`src/rtl/fence_seq_pkg.sv`:
```
// Shared definitions for the fence sequencer: FSM state encoding, watchdog
// width and the bundled output record driven by the output decoder.
package fence_seq_pkg;

    localparam int FENCE_WDOG_W = 16;

    typedef enum logic [2:0] {
        FS_IDLE     = 3'd0,
        FS_DFLUSH   = 3'd1,
        FS_IINVAL   = 3'd2,
        FS_TLBFLUSH = 3'd3,
        FS_DONE     = 3'd4
    } fenceseq_state_t;

    typedef struct packed {
        logic cacheFlushReq;
        logic invalidateICache;
        logic tlbFlush;
        logic fenceStall;
        logic fenceFlush;
        logic fenceDone;
        logic fenceTimeout;
    } fence_outs_t;

    // States in which the fencing instruction is held in M.
    function automatic logic isHoldState(input fenceseq_state_t s);
        return (s == FS_DFLUSH) || (s == FS_IINVAL) || (s == FS_TLBFLUSH);
    endfunction

endpackage

```
`src/rtl/fence_seq_if.sv`:
```
// Memory-stage fence handshake: pipeline requests in, maintenance strobes and
// hazard-unit controls out. master = pipeline side, slave = sequencer side.
interface fence_seq_if;

    logic FenceIM;
    logic SFenceVmaM;
    logic TrapM;
    logic CacheFlushAckM;
    logic CacheFlushReqM;
    logic InvalidateICacheM;
    logic TLBFlushM;
    logic FenceStallM;
    logic FenceFlushM;
    logic FenceDoneM;
    logic FenceTimeoutM;

    modport master (
        output FenceIM,
        output SFenceVmaM,
        output TrapM,
        output CacheFlushAckM,
        input  CacheFlushReqM,
        input  InvalidateICacheM,
        input  TLBFlushM,
        input  FenceStallM,
        input  FenceFlushM,
        input  FenceDoneM,
        input  FenceTimeoutM
    );

    modport slave (
        input  FenceIM,
        input  SFenceVmaM,
        input  TrapM,
        input  CacheFlushAckM,
        output CacheFlushReqM,
        output InvalidateICacheM,
        output TLBFlushM,
        output FenceStallM,
        output FenceFlushM,
        output FenceDoneM,
        output FenceTimeoutM
    );

endinterface

```
`src/rtl/fence_seq_wdog.sv`:
```
// D$ flush watchdog: saturating cycle counter with synchronous clear and a
// combinational expiry flag raised on the last allowed cycle.
module fence_wdog
    import fence_seq_pkg::*;
#(
    parameter int LIMIT = 0
) (
    input  logic                    clk,
    input  logic                    reset,
    input  logic                    clr,
    input  logic                    en,
    output logic                    expired,
    output logic [FENCE_WDOG_W-1:0] count
);

    localparam bit                    ENABLED = (LIMIT != 0);
    localparam logic [FENCE_WDOG_W-1:0] LIMIT_V = FENCE_WDOG_W'(LIMIT);
    localparam logic [FENCE_WDOG_W-1:0] LAST_V  = LIMIT_V - FENCE_WDOG_W'(1);

    logic [FENCE_WDOG_W-1:0] countReg;
    logic [FENCE_WDOG_W-1:0] countNext;

    always_comb begin
        countNext = countReg;
        if (clr || !ENABLED) begin
            countNext = '0;
        end else if (en && (countReg != LIMIT_V)) begin
            countNext = countReg + FENCE_WDOG_W'(1);
        end
    end

    always_ff @(posedge clk) begin
        if (reset) begin
            countReg <= '0;
        end else begin
            countReg <= countNext;
        end
    end

    // en already excludes the ack cycle, so an ack on the last cycle wins.
    assign expired = ENABLED && en && (countReg == LAST_V);
    assign count   = countReg;

endmodule

```
`src/rtl/fence_seq.sv`:
```
// Memory-stage fence sequencer: holds FENCE.I / SFENCE.VMA in M while the
// D$ flush, I$ invalidate and TLB flush run, then flushes younger instructions.
module fence_seq
    import fence_seq_pkg::*;
#(
    parameter bit DCACHE_SUPPORTED  = 1'b1,
    parameter bit ICACHE_SUPPORTED  = 1'b1,
    parameter bit VIRTMEM_SUPPORTED = 1'b1,
    parameter int FLUSH_TIMEOUT     = 0
) (
    input  logic        clk,
    input  logic        reset,
    fence_seq_if.slave  fenceBus
);

    fenceseq_state_t stateReg;
    fenceseq_state_t stateNext;
    logic            timeoutReg;
    logic            timeoutNext;

    logic            start;
    logic            flushAck;
    logic            wdogClr;
    logic            wdogEn;
    logic            wdogExpired;
    logic [FENCE_WDOG_W-1:0] wdogCount;
    fence_outs_t     outs;

    assign start = (stateReg == FS_IDLE)
                 & (fenceBus.FenceIM | fenceBus.SFenceVmaM)
                 & ~fenceBus.TrapM;

    // Acks arriving outside DFLUSH are stray and must not steer anything.
    assign flushAck = (stateReg == FS_DFLUSH) & fenceBus.CacheFlushAckM;

    assign wdogClr = start;
    assign wdogEn  = (stateReg == FS_DFLUSH) & ~fenceBus.CacheFlushAckM;

    fence_wdog #(
        .LIMIT (FLUSH_TIMEOUT)
    ) wdog (
        .clk     (clk),
        .reset   (reset),
        .clr     (wdogClr),
        .en      (wdogEn),
        .expired (wdogExpired),
        .count   (wdogCount)
    );

    always_ff @(posedge clk) begin
        if (reset) begin
            stateReg   <= FS_IDLE;
            timeoutReg <= 1'b0;
        end else begin
            stateReg   <= stateNext;
            timeoutReg <= timeoutNext;
        end
    end

    always_comb begin
        stateNext   = stateReg;
        timeoutNext = timeoutReg | wdogExpired;
        unique case (stateReg)
            FS_IDLE: begin
                if (start) begin
                    // FENCE.I wins when both fence types are presented together.
                    if (fenceBus.FenceIM) begin
                        stateNext = DCACHE_SUPPORTED ? FS_DFLUSH : FS_IINVAL;
                    end else begin
                        stateNext = VIRTMEM_SUPPORTED ? FS_TLBFLUSH : FS_DONE;
                    end
                end
            end
            FS_DFLUSH: begin
                if (flushAck || wdogExpired) begin
                    stateNext = FS_IINVAL;
                end
            end
            FS_IINVAL:   stateNext = FS_DONE;
            FS_TLBFLUSH: stateNext = FS_DONE;
            FS_DONE:     stateNext = FS_IDLE;
            default:     stateNext = FS_IDLE;
        endcase
    end

    // Outputs are forced low during reset so an abandoned flush request drops at once.
    always_comb begin
        outs = '0;
        if (!reset) begin
            outs.fenceStall   = start | isHoldState(stateReg);
            outs.fenceTimeout = timeoutReg;
            unique case (stateReg)
                FS_DFLUSH:   outs.cacheFlushReq    = 1'b1;
                FS_IINVAL:   outs.invalidateICache = ICACHE_SUPPORTED;
                FS_TLBFLUSH: outs.tlbFlush         = 1'b1;
                FS_DONE: begin
                    outs.fenceDone  = 1'b1;
                    outs.fenceFlush = 1'b1;
                end
                default: ;
            endcase
        end
    end

    assign fenceBus.CacheFlushReqM    = outs.cacheFlushReq;
    assign fenceBus.InvalidateICacheM = outs.invalidateICache;
    assign fenceBus.TLBFlushM         = outs.tlbFlush;
    assign fenceBus.FenceStallM       = outs.fenceStall;
    assign fenceBus.FenceFlushM       = outs.fenceFlush;
    assign fenceBus.FenceDoneM        = outs.fenceDone;
    assign fenceBus.FenceTimeoutM     = outs.fenceTimeout;

`ifndef SYNTHESIS
    pulseExclusive: assert property (@(posedge clk) disable iff (reset)
        $onehot0({outs.invalidateICache, outs.tlbFlush, outs.fenceDone}));

    wdogInRange: assert property (@(posedge clk) disable iff (reset)
        (FLUSH_TIMEOUT == 0) || (wdogCount <= FENCE_WDOG_W'(FLUSH_TIMEOUT)));
`endif

endmodule

```
`src/flat_wrapper.sv`:
```
// flat-port wrapper written by rule: the top's interface ports become plain ports
module fence_seq_flat import fence_seq_pkg::*;
#(
    parameter bit DCACHE_SUPPORTED  = 1'b1,
    parameter bit ICACHE_SUPPORTED  = 1'b1,
    parameter bit VIRTMEM_SUPPORTED = 1'b1,
    parameter int FLUSH_TIMEOUT     = 0
)
  (clk, reset, fenceBus_FenceIM, fenceBus_SFenceVmaM, fenceBus_TrapM, fenceBus_CacheFlushAckM, fenceBus_CacheFlushReqM, fenceBus_InvalidateICacheM, fenceBus_TLBFlushM, fenceBus_FenceStallM, fenceBus_FenceFlushM, fenceBus_FenceDoneM, fenceBus_FenceTimeoutM);
  fence_seq_if fenceBus_i ();
  input  logic clk;
  input  logic reset;
  input wire logic [$bits(fenceBus_i.FenceIM)-1:0] fenceBus_FenceIM;
  input wire logic [$bits(fenceBus_i.SFenceVmaM)-1:0] fenceBus_SFenceVmaM;
  input wire logic [$bits(fenceBus_i.TrapM)-1:0] fenceBus_TrapM;
  input wire logic [$bits(fenceBus_i.CacheFlushAckM)-1:0] fenceBus_CacheFlushAckM;
  output wire logic [$bits(fenceBus_i.CacheFlushReqM)-1:0] fenceBus_CacheFlushReqM;
  output wire logic [$bits(fenceBus_i.InvalidateICacheM)-1:0] fenceBus_InvalidateICacheM;
  output wire logic [$bits(fenceBus_i.TLBFlushM)-1:0] fenceBus_TLBFlushM;
  output wire logic [$bits(fenceBus_i.FenceStallM)-1:0] fenceBus_FenceStallM;
  output wire logic [$bits(fenceBus_i.FenceFlushM)-1:0] fenceBus_FenceFlushM;
  output wire logic [$bits(fenceBus_i.FenceDoneM)-1:0] fenceBus_FenceDoneM;
  output wire logic [$bits(fenceBus_i.FenceTimeoutM)-1:0] fenceBus_FenceTimeoutM;
  assign fenceBus_i.FenceIM = fenceBus_FenceIM;
  assign fenceBus_i.SFenceVmaM = fenceBus_SFenceVmaM;
  assign fenceBus_i.TrapM = fenceBus_TrapM;
  assign fenceBus_i.CacheFlushAckM = fenceBus_CacheFlushAckM;
  assign fenceBus_CacheFlushReqM = fenceBus_i.CacheFlushReqM;
  assign fenceBus_InvalidateICacheM = fenceBus_i.InvalidateICacheM;
  assign fenceBus_TLBFlushM = fenceBus_i.TLBFlushM;
  assign fenceBus_FenceStallM = fenceBus_i.FenceStallM;
  assign fenceBus_FenceFlushM = fenceBus_i.FenceFlushM;
  assign fenceBus_FenceDoneM = fenceBus_i.FenceDoneM;
  assign fenceBus_FenceTimeoutM = fenceBus_i.FenceTimeoutM;
  fence_seq #(.DCACHE_SUPPORTED(DCACHE_SUPPORTED), .ICACHE_SUPPORTED(ICACHE_SUPPORTED), .VIRTMEM_SUPPORTED(VIRTMEM_SUPPORTED), .FLUSH_TIMEOUT(FLUSH_TIMEOUT)) u_core (.clk(clk), .reset(reset), .fenceBus(fenceBus_i));
endmodule
```
`config.mk`:
```
export PLATFORM = sky130hd
export DESIGN_NAME = fence_seq_flat
export DESIGN_NICKNAME = d
export VERILOG_FILES = /design/src/rtl/fence_seq_pkg.sv /design/src/rtl/fence_seq_if.sv /design/src/rtl/fence_seq_wdog.sv /design/src/rtl/fence_seq.sv /design/src/flat_wrapper.sv
export SDC_FILE = /design/constraint.sdc
export NUM_CORES = 1
export LEC_CHECK = 0
export CAP_MARGIN = 5
export CORE_AREA = 4 4 41 43
export CTS_CLUSTER_DIAMETER = 200
export DETAILED_ROUTE_END_ITERATION = 10
export DIE_AREA = 0 0 45 47
export GPL_ROUTABILITY_DRIVEN = 0
export PLACE_DENSITY = 0.4
export SETUP_SLACK_MARGIN = 0.5
export SLEW_MARGIN = 20
export SYNTH_ARGS = -nofsm -noshare
export SYNTH_HDL_FRONTEND = slang
export SYNTH_SLANG_ARGS = --single-unit
```
`constraint.sdc`:
```
create_clock -name clk -period 1 [get_ports clk]
set_input_delay 0.2 -clock clk [delete_from_list [all_inputs] [get_ports clk]]
set_output_delay 0.2 -clock clk [all_outputs]
set_load 0.005 [all_outputs]
```
==> reports/qor.yml, run 1 <==
r2r_start: "u_core.stateReg[1]"
period_share_pct: 125
hold_viol_final: 0
path_class: "register to output port"
fin_worst_skew_ns: 0.00501
die_area_um2: 2120
areaGrowthSynthToFinish_pct: 148
power.share.clock_pct: 38.3
grt_pass1_wl_mm: 1.06
vias: 241
finalCriticalPeriod_ns: 1.25
startpoint_type: "register"
drtIter0Drc: 3
place_inst: 51
irDropWorstVdd_mv: 0.472
cts_inserted_buffers: 3
worst_slack_ns: -0.247
ctsRootBufferMaster: "clkbuf_4"
yosysUniqueCellTypes: 16
syn-num-nets: 29
pwr-share-comb_pct: 33.9
synth_seq_area_share_pct: 32.2
ys_ff_latch: 3
arrival_ns: 1.05
hpwlAfterDp_um: 429
switchingPower_w: 0.000175
chipWidth_um: 45
core_um2: 1300
die_h_um: 47
portBuffers: 11
largest_reg_flops: 3
syn_area_per_cell_um2: 8.11
switching_share_pct: 29.8
clk-insertion-delay-late_ns: 0.24
ios: 13
reg2reg_slack_ns: -0.05
drive_above_1_share_pct: 70.5
seqPwrFrac_pct: 27.7
grt_max_degree: 8
grt_overflow: 0
dp_slack_ns: -0.835
drc: 0
crit-reg2reg-capture: "u_core.stateReg[1]"
p_int_w: 0.000411
rsz0062_at_grt: "true"
crit_start: "u_core.stateReg[2]"
cts_max_level: 1
fmax_mhz: 802
viasPerCell: 4.08
fp-row-count: 13
layoutNonFillerInstCount: 59
wl_per_cell_um: 11.8
antenna_found_initial: 0
whs_ns: 0.472
synth_cells: 23
cp-end-kind: "output port"
drv_cap: 0
setup_viol: 8
top_regs: "u_core.stateReg (3)"
tritoncts: "done"
cp.required_ns: 0.80
rr_worst_depth: 5
n_antenna_cell: 0
critical_path_peak_fanout: 3
track_usage_pct: 7.97
ys_warn_count: 0
status: "finished, violations left"
drv_slew: 0
firstDrtPassIters: 2
start_util_pct: 14.3
clockBufferDepth: 2
fin_util_pct: 35.5
hp-class: "input pin to register"
clkSinkCount: 3
final_nets: 51
clk_pin_slew_ns: 0.04
synth_area_um2: 186
wl_um: 697
leakage_nw: 0.205
place_area_um2: 360
violations: "setup timing"
fin_area_um2: 462
cp-endpoint: "fenceBus_InvalidateICacheM"
p_per_area_nw_per_um2: 1270
first_global_vias: 250
largest-register: "u_core.stateReg"
ctsHoldBuffers: 0
ant_nets: 0
synthesized netlist by cell type:
| cell | n | area [um^2] |
|---|---|---|
| and2_2 | 3 | 22.5 |
| a31oi_1 | 1 | 6.26 |
| a21boi_0 | 1 | 7.51 |
| o21bai_1 | 1 | 7.51 |
| nor3_2 | 1 | 10.0 |
| nand2b_1 | 1 | 6.26 |
| inv_1 | 2 | 7.51 |
| o21ai_0 | 1 | 5.00 |
| nor4_1 | 1 | 6.26 |
| o311ai_1 | 1 | 8.76 |
| and3_1 | 1 | 6.26 |
| nor2b_1 | 1 | 6.26 |
| dfxtp_1 | 3 | 60.1 |
| nor2_1 | 2 | 7.51 |
| buf_4 | 2 | 15.0 |
| conb_1 | 1 | 3.75 |
through the flow:
stage	TNS, ns	power (W)
after CTS	-1.37	0.000554
after floorplan	0	0.000216
after global placement	-5.32	0.000300
final	-1.38	0.000585
after global routing	-1.80	0.000618
after detailed placement	-5.39	0.000300
cell families (layout without fill, tap and decap cells):
| kind of cell | count (synthesis) | count (layout) | share of synthesized area, % |
|---|---|---|---|
| AND/OR/NAND/NOR | 10 | 10 | 34.9 |
| AO/OA/AOI/OAI | 5 | 5 | 18.8 |
| flip-flops | 3 | 3 | 32.2 |
| other | 1 | 1 | 2.01 |
| buffers and inverters | 4 | 25 | 12.1 |
power groups by stage:
stage                     Combinational [W]  Sequential (W)  Clock [W]
after global routing               0.000215        0.000164   0.000238
after floorplan                   0.0000602        0.000156          0
after global placement             0.000140        0.000161          0
after detailed placement           0.000140        0.000160          0
final                              0.000199        0.000162   0.000224
after CTS                          0.000160        0.000163   0.000231
critical path, cell delays in order, from the launching register on:
cell and delay, ns:
dfxtp_4 0.35, nor2_4 0.09, and2_4 0.14, nor2b_1 0.11, buf_2 0.12
how the worst min path moves through the flow:
stage               depth (start not counted)          startpoint                 end  slack (ns)
global route                                3      fenceBus_TrapM  u_core.stateReg[1]        0.51
finish                                      3      fenceBus_TrapM  u_core.stateReg[1]        0.47
CTS                                         3      fenceBus_TrapM  u_core.stateReg[1]        0.42
floorplan                                   3               reset  u_core.stateReg[1]        0.36
detailed placement                          1  u_core.stateReg[1]  u_core.stateReg[2]        0.52
global placement                            1  u_core.stateReg[1]  u_core.stateReg[2]        0.52
timing repair:
| action | in CTS | in global routing |
|---|---|---|
| setup endpoints to repair | 9 | 9 |
| setup buffers | 2 | 2 |
| pin swaps | 4 | 2 |
| resized for setup | 39 | 4 |
layout make-up:
type | count | area (um^2)
clock buffers | 4 | 26.3
fillers | 142 | 840
inverters | 2 | 7.51
multi-input cells | 16 | 179
flip-flops and latches | 3 | 71.3
well taps | 15 | 18.8
repair buffers | 19 | 159
cell usage in the layout (no fill, tap or decap), drive strengths merged, types with 2 or more instances in the layout:
cell and count:
and2 3, dfxtp 3, dlygate4sd2 4, clkbuf 4, nor2 2, inv 2
buf 13
routing by layer:
metal | vias to the layer above | GRT usage, % | wire length [um]
met4 | 0 | 12.3 | 28
met3 | 3 | 2.68 | 21
met5 | - | 0 | 0
li1 | 120 | - | -
met2 | 8 | 11.6 | 372
met1 | 110 | 7.24 | 275
Note: power is estimated with default switching activity, not from simulation.
==> run 2, diff against run 1 <==
Settings changed: SKIP_CTS_REPAIR_TIMING set to 1.
==> run 2 against run 1 <==
  * The flow still finishes with violations (setup timing)
  * Routed wire length down 11%
  * Maximum frequency up 0.21%
  * Sequential power about the same
  * Die area unchanged
  * Clock-buffer cell count unchanged
  * Via count down 4.6%
  * Critical path depth unchanged
  * Non-clock buffer count down 3
  * Sequential share of layout area up 1.8 points
  * Flip-flop and latch count unchanged
==> reports/qor.yml, run 2 (same netlist as run 1, synthesis figures left out) <==
final_nets: 48
grt_max_degree: 8
worst_slack_ns: -0.244
top_regs: "u_core.stateReg (3)"
start_util_pct: 14.3
rsz0062_at_grt: "true"
ios: 13
arrival_ns: 1.04
portBuffers: 11
switchingPower_w: 0.000159
hp-start: "fenceBus_TrapM"
cts_max_level: 1
finalCriticalPeriod_ns: 1.24
finalSetupTns_ns: -1.24
r2r_start: "u_core.stateReg[0]"
pwr-share-comb_pct: 27.7
wl_um: 620
ctsRootBufferMaster: "clkbuf_4"
first_global_vias: 234
n_antenna_cell: 0
whs_ns: 0.312
switching_share_pct: 29.5
vias: 230
antenna_found_initial: 0
track_usage_pct: 7.10
period_share_pct: 124
cpPeakStageDelay_ns: 0.35
hp-class: "input pin to register"
cp-end-kind: "output port"
startpoint_type: "register"
drv_cap: 0
status: "finished, violations left"
total_power_w: 0.000538
chipWidth_um: 45
drc: 0
irDropWorstVdd_mv: 0.431
die_area_um2: 2120
leakage_nw: 0.214
power.share.clock_pct: 42.3
crit_slowest_cell: "dfxtp_4"
cp_cell_sequence: "nor2_4, and2_4, nor2b_1, buf_2"
cts_inserted_buffers: 3
setup_viol: 7
ant_nets: 0
hpwlAfterDp_um: 429
place_inst: 51
p_per_area_nw_per_um2: 1300
clk_pin_slew_ns: 0.04
path_class: "register to output port"
crit_start: "u_core.stateReg[2]"
clkSinkCount: 3
die_h_um: 47
drv_slew: 0
tritoncts: "done"
hold_viol_final: 0
clk-insertion-delay-late_ns: 0.25
fin_worst_skew_ns: 0.00756
fp-row-count: 13
crit_buf_inv: 1
firstDrtPassIters: 2
drive_above_1_share_pct: 65.9
critical_path_peak_fanout: 3
seqPwrFrac_pct: 30.0
areaGrowthSynthToFinish_pct: 122
cp.required_ns: 0.80
grt_pass1_wl_um: 924
grt_overflow: 0
mostFrequentLayoutCells: "dlymetal6s2s_1, buf_2, buf_4, clkbuf_4, dfxtp_4"
wl_per_cell_um: 11.1
largest_reg_flops: 3
largest-register: "u_core.stateReg"
crit_family: "flip-flops"
p_int_w: 0.000379
drtIter0Drc: 2
fmax_mhz: 804
core_um2: 1300
layoutNonFillerInstCount: 56
violations: "setup timing"
clockBufferDepth: 2
viasPerCell: 4.11
[run 2: changes by cell type in the layout (fill, tap and decap cells not counted), sizes merged]
cell / delta
buf: -4
dlygate4sd2: -4
dlymetal6s2s: +4
clkbuf: +2
clkdlybuf4s15: -1
[run 2: through the flow]
stage	setup WS (ns)	util, %	area [um^2]
floorplan	0.0388	-	216
global placement	-0.828	27.7	360
detailed placement	-0.835	27.7	360
CTS	-0.841	29.7	387
global route	-0.292	31.8	414
finish	-0.244	31.8	414
[run 2: layout make-up]
class / count / area, um^2
fill: 140 / 887
multi-input combinational: 16 / 159
timing repair buffer: 16 / 131
sequential: 3 / 71.3
clock buffer: 4 / 26.3
tap: 15 / 18.8
inverter: 2 / 7.51
[run 2: worst paths after layout]
check | depth (start not counted) | slack (ns) | to
max | 4 | -0.24 | fenceBus_InvalidateICacheM
min | 3 | 0.31 | u_core.stateReg[1]
max reg2reg | 5 | -0.05 | u_core.stateReg[0]
min reg2reg | 1 | 0.57 | u_core.stateReg[2]
[run 2: per-layer routing]
metal  wire (um)  part of all wire, %  track usage, %
met5           0                    0               0
met4          28                  4.5            12.3
met3          19                  3.1            2.68
met2         349                   56            9.32
met1         223                   36            6.56
[run 2: power groups by stage]
stage / clock (W) / sequential [W] / combinational [W]
CTS: 0.000231 / 0.000158 / 0.000141
finish: 0.000228 / 0.000161 / 0.000149
detailed placement: 0 / 0.000160 / 0.000140
global placement: 0 / 0.000161 / 0.000140
global route: 0.000246 / 0.000165 / 0.000163
floorplan: 0 / 0.000156 / 0.0000602
[run 2: worst reg2reg max path: stages, from the launching register on]
cell	delay (ns)
dfxtp_4	0.36
buf_4	0.14
buf_6	0.11
nand2b_4	0.06
o21ai_0	0.08
and2_2	0.19
